[src/rtl/frame_buf_sched.sv]
// Triple-buffer scheduler: rotates write/ready/display frame buffers on frame events.
// Optional statistics counters are built when FBS_STATS_EN is defined.
module frame_buf_sched #(
    parameter logic [31:0] BASE_ADDR   = 32'h8000_0000,
    parameter logic [31:0] FRAME_BYTES = 32'h0075_3000
) (
    input  logic        clk,
    input  logic        rst,
    input  logic        enable,
    input  logic        wr_frame_start,
    input  logic        wr_frame_done,
    input  logic        rd_frame_start,
    output logic [31:0] wr_base,
    output logic [31:0] rd_base,
    output logic [1:0]  wr_idx,
    output logic [1:0]  rd_idx,
    output logic        fresh,
    output logic [15:0] drop_cnt,
    output logic [15:0] repeat_cnt,
    output logic [15:0] abort_cnt
);

    typedef enum logic {IDLE, BUSY} wr_state_t;

    wr_state_t  state, state_nx;
    logic [1:0] w_q, r_q, d_q;
    logic [1:0] w_nx, r_nx, d_nx;
    logic       fresh_q, fresh_nx;
    logic       commit;

    function automatic logic [31:0] addr_of(input logic [1:0] idx);
        return BASE_ADDR + 32'(idx) * FRAME_BYTES;
    endfunction

    // Next-state: writer FSM, commit swap (W<->R), then read swap (D<->R)
    always_comb begin
        state_nx = state;
        w_nx     = w_q;
        r_nx     = r_q;
        d_nx     = d_q;
        fresh_nx = fresh_q;
        commit   = 1'b0;
        if (enable) begin
            unique case (state)
                IDLE: if (wr_frame_start) state_nx = BUSY;
                BUSY: begin
                    if (wr_frame_done) begin
                        commit = 1'b1;
                        if (!wr_frame_start) state_nx = IDLE;
                    end
                end
                default: state_nx = IDLE;
            endcase
            if (commit) begin
                w_nx     = r_q;
                r_nx     = w_q;
                fresh_nx = 1'b1;
            end
            if (rd_frame_start && fresh_nx) begin
                d_nx     = r_nx;
                r_nx     = d_q;
                fresh_nx = 1'b0;
            end
        end
    end

    // State and registered outputs, derived from next-state indices
    always_ff @(posedge clk or posedge rst) begin
        if (rst) begin
            state   <= IDLE;
            w_q     <= 2'd0;
            r_q     <= 2'd1;
            d_q     <= 2'd2;
            fresh_q <= 1'b0;
            wr_base <= BASE_ADDR;
            rd_base <= BASE_ADDR + 32'd2 * FRAME_BYTES;
        end else begin
            state   <= state_nx;
            w_q     <= w_nx;
            r_q     <= r_nx;
            d_q     <= d_nx;
            fresh_q <= fresh_nx;
            wr_base <= addr_of(w_nx);
            rd_base <= addr_of(d_nx);
        end
    end

    assign wr_idx = w_q;
    assign rd_idx = d_q;
    assign fresh  = fresh_q;

`ifdef FBS_STATS_EN
    logic [15:0] drop_q, repeat_q, abort_q;

    // Saturating event counters for drops, repeats and aborted writes
    always_ff @(posedge clk or posedge rst) begin
        if (rst) begin
            drop_q   <= 16'h0;
            repeat_q <= 16'h0;
            abort_q  <= 16'h0;
        end else if (enable) begin
            if (commit && fresh_q && drop_q != 16'hFFFF)
                drop_q <= drop_q + 16'd1;
            if (rd_frame_start && !commit && !fresh_q && repeat_q != 16'hFFFF)
                repeat_q <= repeat_q + 16'd1;
            if (state == BUSY && wr_frame_start && !wr_frame_done
                && abort_q != 16'hFFFF)
                abort_q <= abort_q + 16'd1;
        end
    end

    assign drop_cnt   = drop_q;
    assign repeat_cnt = repeat_q;
    assign abort_cnt  = abort_q;
`else
    assign drop_cnt   = 16'h0;
    assign repeat_cnt = 16'h0;
    assign abort_cnt  = 16'h0;
`endif

endmodule

[config.mk]
export PLATFORM = sky130hd
export DESIGN_NAME = frame_buf_sched
export DESIGN_NICKNAME = d
export VERILOG_FILES = /design/src/rtl/frame_buf_sched.sv
export SDC_FILE = /design/constraint.sdc
export NUM_CORES = 1
export LEC_CHECK = 0
export ABC_AREA = 1
export CAP_MARGIN = 0
export CORE_ASPECT_RATIO = 0.7
export CORE_UTILIZATION = 33
export DETAILED_ROUTE_END_ITERATION = 12
export GPL_TIMING_DRIVEN = 0
export HOLD_SLACK_MARGIN = 0.1
export MAX_ROUTING_LAYER = met4
export PLACE_DENSITY = 0.9
export SYNTH_ARGS = -nofsm -noshare
export SYNTH_HDL_FRONTEND = slang
export SYNTH_SLANG_ARGS = --single-unit
[constraint.sdc]
create_clock -name clk -period 1.9 [get_ports clk]
set_clock_uncertainty 0.2 [all_clocks]
set_input_delay 0.475 -clock clk [delete_from_list [all_inputs] [get_ports clk]]
set_output_delay 0.475 -clock clk [all_outputs]
set_load 0.03 [all_outputs]
# --- Word-level counts from Yosys, hierarchy flattened ---
# Cells that the tools add are included.
op_classes:
  n_reduce_logical: 1
  bitwise: 1
  n_mul: 2
  n_mux: 15
  add_sub_neg: 2
ops:
  columns: ["operator", "count"]
  rows:
  - ["$add A32 B25 Y32 const A", 2]
  - ["$mul A2 B11 Y13 const B", 2]
  - ["$mux W2", 6]
  - ["$mux W1", 8]
  - ["$pmux W1 S2", 1]
  - ["$logic_and A1 B1 Y1", 1]
  - ["$not A1 Y1", 1]
totals:
  output_inout_bits: 117
  elab_cells: 28
  regBits: 72
  input_bits: 6

# --- Logic depth before layout (Yosys ltp) ---
# Gate-level depths: netlist (run 1).
depth:
  depth_word: 10
  ltp_mapped: 8
  mapped_depth_nobuf: 8

# --- Worst setup path before layout (run 1) ---
# No wires, ideal clock.
synth_timing:
  kind: "register to register"
  start: "register fresh_q, in the netlist fresh"
  end: "register rd_base[21]"
  path_buffers: 0
  setup_time_ns: 0.058
  stages_incl_launch_ff: 8
  required_ns: 1.642
  t_arrival_ns: 1.303
  period_less_slack_ns: 1.561
  path_slack_ns: 0.339
  path_cell_list: "dfrtp_1 -> clkinv_2 -> nand2_4 -> nand3_4 -> nand2_1 -> o21ai_1 -> ha_1 -> inv_1"
synth_between:
  elab_chain_cells: 7
synth_lines:
  columns: ["element", "line", "source"]
  rows:
  - ["start: declaration", "28", "logic fresh_q, fresh_nx;"]
  - ["start signal: assignment", "82", "fresh_q <= fresh_nx;"]
  - ["$mux W1", "54", "if (commit) begin"]
  - ["$mux W1", "43", "if (enable) begin"]
  - ["$logic_and A1 B1 Y1", "59", "if (rd_frame_start && fresh_nx) begin"]
  - ["$mux W2", "59", null]
  - ["$mux W2", "43", null]
  - ["$mul A2 B11 Y13", "32", "return BASE_ADDR + 32'(idx) * FRAME_BYTES;"]
  - ["$add A32 B25 Y32", "32", null]
  - ["end signal: assignment", "76", "rd_base <= BASE_ADDR + 32'd2 * FRAME_BYTES;"]
  - ["end signal: assignment", "84", "rd_base <= addr_of(d_nx);"]
  - ["end: declaration", "14", "output logic [31:0] rd_base,"]
# Every way passes these cells. The select of a mux whose other input is x is not followed.
# A chain may end at the register's enable or synchronous reset.

# --- Final worst setup path (run 1) ---
layout_timing:
  start: "register rd_base[14]"
  end: "output port rd_base[14]"
# No word-level cell between the ends.

==> results of run 1 <==
cells in the mapped netlist, types with 2 or more instances:
| master | number |
|---|---|
| o21ai_1 | 5 |
| nand3_1 | 6 |
| dfstp_2 | 5 |
| nand2_2 | 3 |
| nand2_1 | 20 |
| clkinv_2 | 2 |
| ha_1 | 6 |
| buf_4 | 105 |
| inv_1 | 13 |
| dfrtp_1 | 11 |
| conb_1 | 2 |
area by class of cell:
cell class              instances  area [um2]  area share
repair buffers                 35         310       0.136
flip-flops and latches         16         407       0.178
plain buffers                 105         788       0.344
multi-input cells             131         602       0.263
inverters                      15        58.8      0.0257
clock buffers                   4        55.1      0.0240
well taps                      55        68.8      0.0301
power breakdown:
part / switching [mW] / internal (mW)
registers: 0.0796 / 0.475
logic: 0.975 / 0.578
clock network: 0.114 / 0.184
total: 1.17 / 1.24
flip-flops by register name, indices dropped and copies added (netlist names), named ones only:
register and count:
rd_base 4, state 1, wr_idx 1, wr_base 5, r_q 2, fresh 1
rd_idx 1
repair_timing:
action,CTS,global route
resized for setup,47,11
endpoints found under the setup margin,31,9
pin swaps,0,0
metal layers:
| metal | vias up | wire length (um) | track usage |
|---|---|---|---|
| li1 | 606 | - | - |
| met1 | 492 | 893 | 0.112 |
| met2 | 49 | 1590 | 0.224 |
| met3 | 4 | 147 | 0.00139 |
| met4 | 0 | 42 | 0.0654 |
| met5 | - | 0 | - |
stage by stage:
step,hold slack [ns],instance area [um2],power (mW),TNS [ns]
after floorplan,0.185,1860,1.76,0
after global placement,0.272,2270,2.24,-1.29
after detailed placement,0.290,2270,2.27,-1.65
after CTS,0.299,2310,2.44,0
after global routing,0.324,2290,2.55,0
final,0.299,2290,2.41,0
how the worst min path moves through the flow:
stage / endpoint / startpoint / slack (ns) / cells after the start
6_report: r_q[0] / r_q[0] / 0.30 / 2
5_1_grt: fresh / enable / 0.32 / 2
4_1_cts: fresh / enable / 0.30 / 2
3_5_place_dp: r_q[0] / r_q[0] / 0.29 / 2
3_3_place_gp: r_q[0] / r_q[0] / 0.27 / 2
2_1_floorplan: fresh / rst / 0.19 / 1
cells by family (layout without fill, tap and decap cells):
kind of cell	count (synthesis)	in the layout	synth area share
AOI/OAI and AO/OA	7	7	0.0268
DFF	16	16	0.264
and+or+nand+nor	32	32	0.106
buffers and inverters	120	159	0.550
adders and majority gates	6	6	0.0487
other	2	86	0.00488
==> reports/metrics.yaml, run 1 <==
status: "completed"
layout-drive-gt1-share: 0.438
cp_slowest_cell: "dfstp_2"
synth_cells: 183
clock_latency_ns: 0.25
grt_pass1_wl_mm: 4.32
r2r-end: "rd_base[21]"
timing.slew.headroom: 0.610
core_um2: 4400
yosysTopAreaCellShare: 0.512
ios: 123
reg2reg_depth: 8
grt_use_total: 0.111
antenna_cells: 0
worst_slack_ns: 0.0558
p_leak_nw: 1.45
cap_violations: 0
yosysUniqueCellTypes: 16
rsz0062_at_grt: "no"
clock-sinks: 16
start_util: 0.350
die_w_um: 83.7
vias: 1151
hpwl_mm: 2.39
end_kind: "output port"
antenna_left: 0
cts-buffers-inserted: 3
numPortBuffers: 35
grt_pass1_vias: 990
cp_top_family: "flip-flops"
setup_viol: 0
place_inst: 357
startpoint_type: "flip-flop"
fin_cells: 361
crit_path_cell_trace: "dlygate4sd2_1"
final_max_slew_viol_count: 0
cp_num_buf_inv: 1
grt_max_degree: 17
r2r_setup_slack_ns: 0.34
worst-path-stages: 1
ys.warnings.count: 0
worstReg2RegStart: "state"
yosys-top-cells-area: "buf_4, dfrtp_1, dfstp_2, ha_1, nand2_1"
critPathLaunch: "rd_base[14]"
crit_type: "reg2out"
cts-hold-fix-buffers: 0
num_rows: 20
arrival_ns: 1.17
grt_antenna_before_repair: 0
dp_slack_ns: -0.258
cts_max_level: 1
die_area_um2: 4950
mostFrequentLayoutCells: "buf_4, conb_1, nand2_1"
endpoint: "rd_base[14]"
final.period_utilization: 0.971
synth.largest_area_cell: "buf_4"
root_buffer: "clkbuf_8"
cts_setup_buffers: 0
ys_seq_area_frac: 0.264
wl_per_cell_um: 7.39
drtPass1Iterations: 4
grt_overflow: 0
syn_avg_cell_area_um2: 8.42
synthToLayoutAreaGrowth_pct: 48.7
clockBufferDepth: 2
clk_pin_slew_ns: 0.06
drcViolationCount: 0
cpPeakStageDelay_ns: 0.53
routed_wl_mm: 2.67
hp-class: "reg2reg"
die_h_um: 59.2
synth_seq_cells: 16
fin_crit_ns: 1.84
nNetsFinal: 319
synth-async-reset-ratio: 1.00
final_common_cell: "buf_4"
ir_worst_vdd_mv: 0.714
hold_viol_final: 0
synth-edff-count: 0
p_per_area_nw_per_um2: 1050
critPathRequiredTime_ns: 1.22
place_congestion: 0.771
synth_flop_cell: "dfrtp_1"
via_per_inst: 3.19
postLayoutCoreUtil: 0.520
path_max_fanout: 2
nFillCells: 428
fmax_mhz: 542
syn_area_um2: 1540
cts_tree: "done"
drt_iter0_drc: 43
worst-slew-pin-transition_ns: 0.584
Power figures use the tool's default switching activity.
==> run 2, diff against run 1 <==
--- a/config.mk
+++ b/config.mk
@@ -6,14 +6,13 @@
 export NUM_CORES = 1
 export LEC_CHECK = 0
 export ABC_AREA = 1
-export CAP_MARGIN = 0
 export CORE_ASPECT_RATIO = 0.7
-export CORE_UTILIZATION = 33
+export CORE_UTILIZATION = 36
 export DETAILED_ROUTE_END_ITERATION = 12
 export GPL_TIMING_DRIVEN = 0
 export HOLD_SLACK_MARGIN = 0.1
 export MAX_ROUTING_LAYER = met4
-export PLACE_DENSITY = 0.9
+export PLACE_DENSITY = 0.95
 export SYNTH_ARGS = -nofsm -noshare
 export SYNTH_HDL_FRONTEND = slang
 export SYNTH_SLANG_ARGS = --single-unit
==> constraint.sdc (replaced) <==
create_clock -name clk -period 2.2 [get_ports clk]
set_clock_uncertainty 0.2 [all_clocks]
set_input_delay 0.55 -clock clk [delete_from_list [all_inputs] [get_ports clk]]
set_output_delay 0.55 -clock clk [all_outputs]
set_load 0.03 [all_outputs]
==> run 2 against run 1 <==
Sequential power is 14% lower; critical path type unchanged; sequential share of layout area is 0.24 points lower; register-to-register slack better by 0.30 ns; global-route usage is 0.93 points higher; worst hold slack better by 0.017 ns; largest cell class unchanged; worst setup slack better by 0.0030 ns; clock power is 11% lower; combinational power is 9.7% lower; die area is 8.1% lower; via count is 1.7% higher; critical endpoint is now wr_base[12].
==> reports/metrics.yaml, run 2 (synthesized netlist as in run 1, its figures left out) <==
setup_viol: 0
grt_pass1_vias: 983
clock-sinks: 16
crit_path_cell_trace: "clkdlybuf4s50_1"
core_um2: 4020
synthToLayoutAreaGrowth_pct: 50.7
start_util: 0.383
arrival_ns: 1.39
antenna_left: 0
crit_type: "reg2out"
via_per_inst: 3.27
die_area_um2: 4550
drt_iter0_drc: 43
cts_tree: "done"
wl_per_cell_um: 7.63
cp_top_family: "buffers and inverters"
place_inst: 354
mostFrequentLayoutCells: "buf_4, conb_1, nand2_1"
grt_antenna_before_repair: 0
worstReg2RegStart: "state"
worst-slew-pin-transition_ns: 0.584
hold_viol_final: 0
rsz0062_at_grt: "no"
fmax_mhz: 467
routed_wl_mm: 2.73
postLayoutCoreUtil: 0.578
vias: 1171
hpwl_mm: 2.36
grt_max_degree: 17
layout-drive-gt1-share: 0.399
ios: 123
cts_setup_buffers: 0
final_max_slew_viol_count: 0
cp_slowest_cell: "clkdlybuf4s50_1"
reg2reg_depth: 7
p_total_mw: 2.14
cpPeakStageDelay_ns: 0.71
p_leak_nw: 1.47
drtPass1Iterations: 4
grt_pass1_wl_mm: 4.17
clockBufferDepth: 2
final.period_utilization: 0.973
grt_overflow: 0
place_congestion: 0.865
top_regs: "wr_base: 5 flops, rd_base: 4 flops, r_q: 2 flops"
die_h_um: 56.7
worst_slack_ns: 0.0588
nNetsFinal: 319
r2r_setup_slack_ns: 0.64
setup_tns_ns: 0
endpoint: "wr_base[12]"
p_per_area_nw_per_um2: 924
numPortBuffers: 35
startpoint_type: "flip-flop"
fin_crit_ns: 2.14
status: "completed"
hp-class: "reg2reg"
ir_worst_vdd_mv: 0.636
final_common_cell: "buf_4"
cts-buffers-inserted: 3
largest_reg_flops: 5
r2r-end: "rd_base[21]"
antenna_cells: 0
grt_use_total: 0.121
drcViolationCount: 0
die_w_um: 80.2
critPathLaunch: "wr_idx[0]"
cap_violations: 0
root_buffer: "clkbuf_8"
timing.slew.headroom: 0.610
critPathRequiredTime_ns: 1.45
cp_num_buf_inv: 1
worst-path-stages: 1
path_max_fanout: 6
fin_cells: 358
num_rows: 19
cts_max_level: 1
dp_slack_ns: -0.0523
regMostFlops: "wr_base"
end_kind: "output port"
clock_latency_ns: 0.26
clk_pin_slew_ns: 0.07
[run 2: cell types whose count changed in the layout (fill, tap and decap cells not counted), sizes merged]
cell and delta:
clkbuf -4, dlygate4sd2 -4, clkdlybuf4s15 -7, buf -2, dlymetal6s2s +4, clkdlybuf4s50 +13
[run 2: how the worst min path moves through the flow]
stage / start / end / slack, ns / depth (start not counted)
4_1_cts: r_q[0] / r_q[0] / 0.31 / 2
6_report: r_q[0] / r_q[0] / 0.32 / 2
3_5_place_dp: r_q[1] / r_q[1] / 0.30 / 2
5_1_grt: r_q[0] / r_q[0] / 0.32 / 2
3_3_place_gp: r_q[0] / r_q[0] / 0.27 / 2
2_1_floorplan: r_q[0] / r_q[0] / 0.25 / 2
[run 2: metal layers]
metal	routed length (um)	global-route usage	vias up
li1	-	-	607
met1	930	0.105	511
met2	1550	0.244	49
met3	203	0.0293	4
met4	46	0.0459	0
met5	0	-	-
[run 2: area by class of cell]
class                           count  area (um2)
Buffer                            105         788
Clock buffer                        4        55.1
Fill cell                         343        1700
Inverter                           15        58.8
Multi-Input combinational cell    131         602
Sequential cell                    16         407
Tap cell                           52        65.1
Timing Repair Buffer               35         345
[run 2: through the flow]
stage	cell area [um2]	hold slack (ns)
CTS	2310	0.310
detailed placement	2270	0.297
global placement	2270	0.274
finish	2320	0.316
global route	2320	0.320
floorplan	1860	0.254
[run 2: report_power, final]
group | switching (mW) | leakage, nW | total [mW] | internal, mW
registers | 0.0679 | 0.183 | 0.478 | 0.410
logic | 0.845 | 1.26 | 1.40 | 0.557
clock network | 0.105 | 0.0288 | 0.265 | 0.159
[run 2: what timing repair did]
item | in CTS | in global routing
hold buffers | 0 | 0
gates cloned | 0 | 0
setup endpoints to repair | 14 | 5
gates resized for setup | 14 | 5
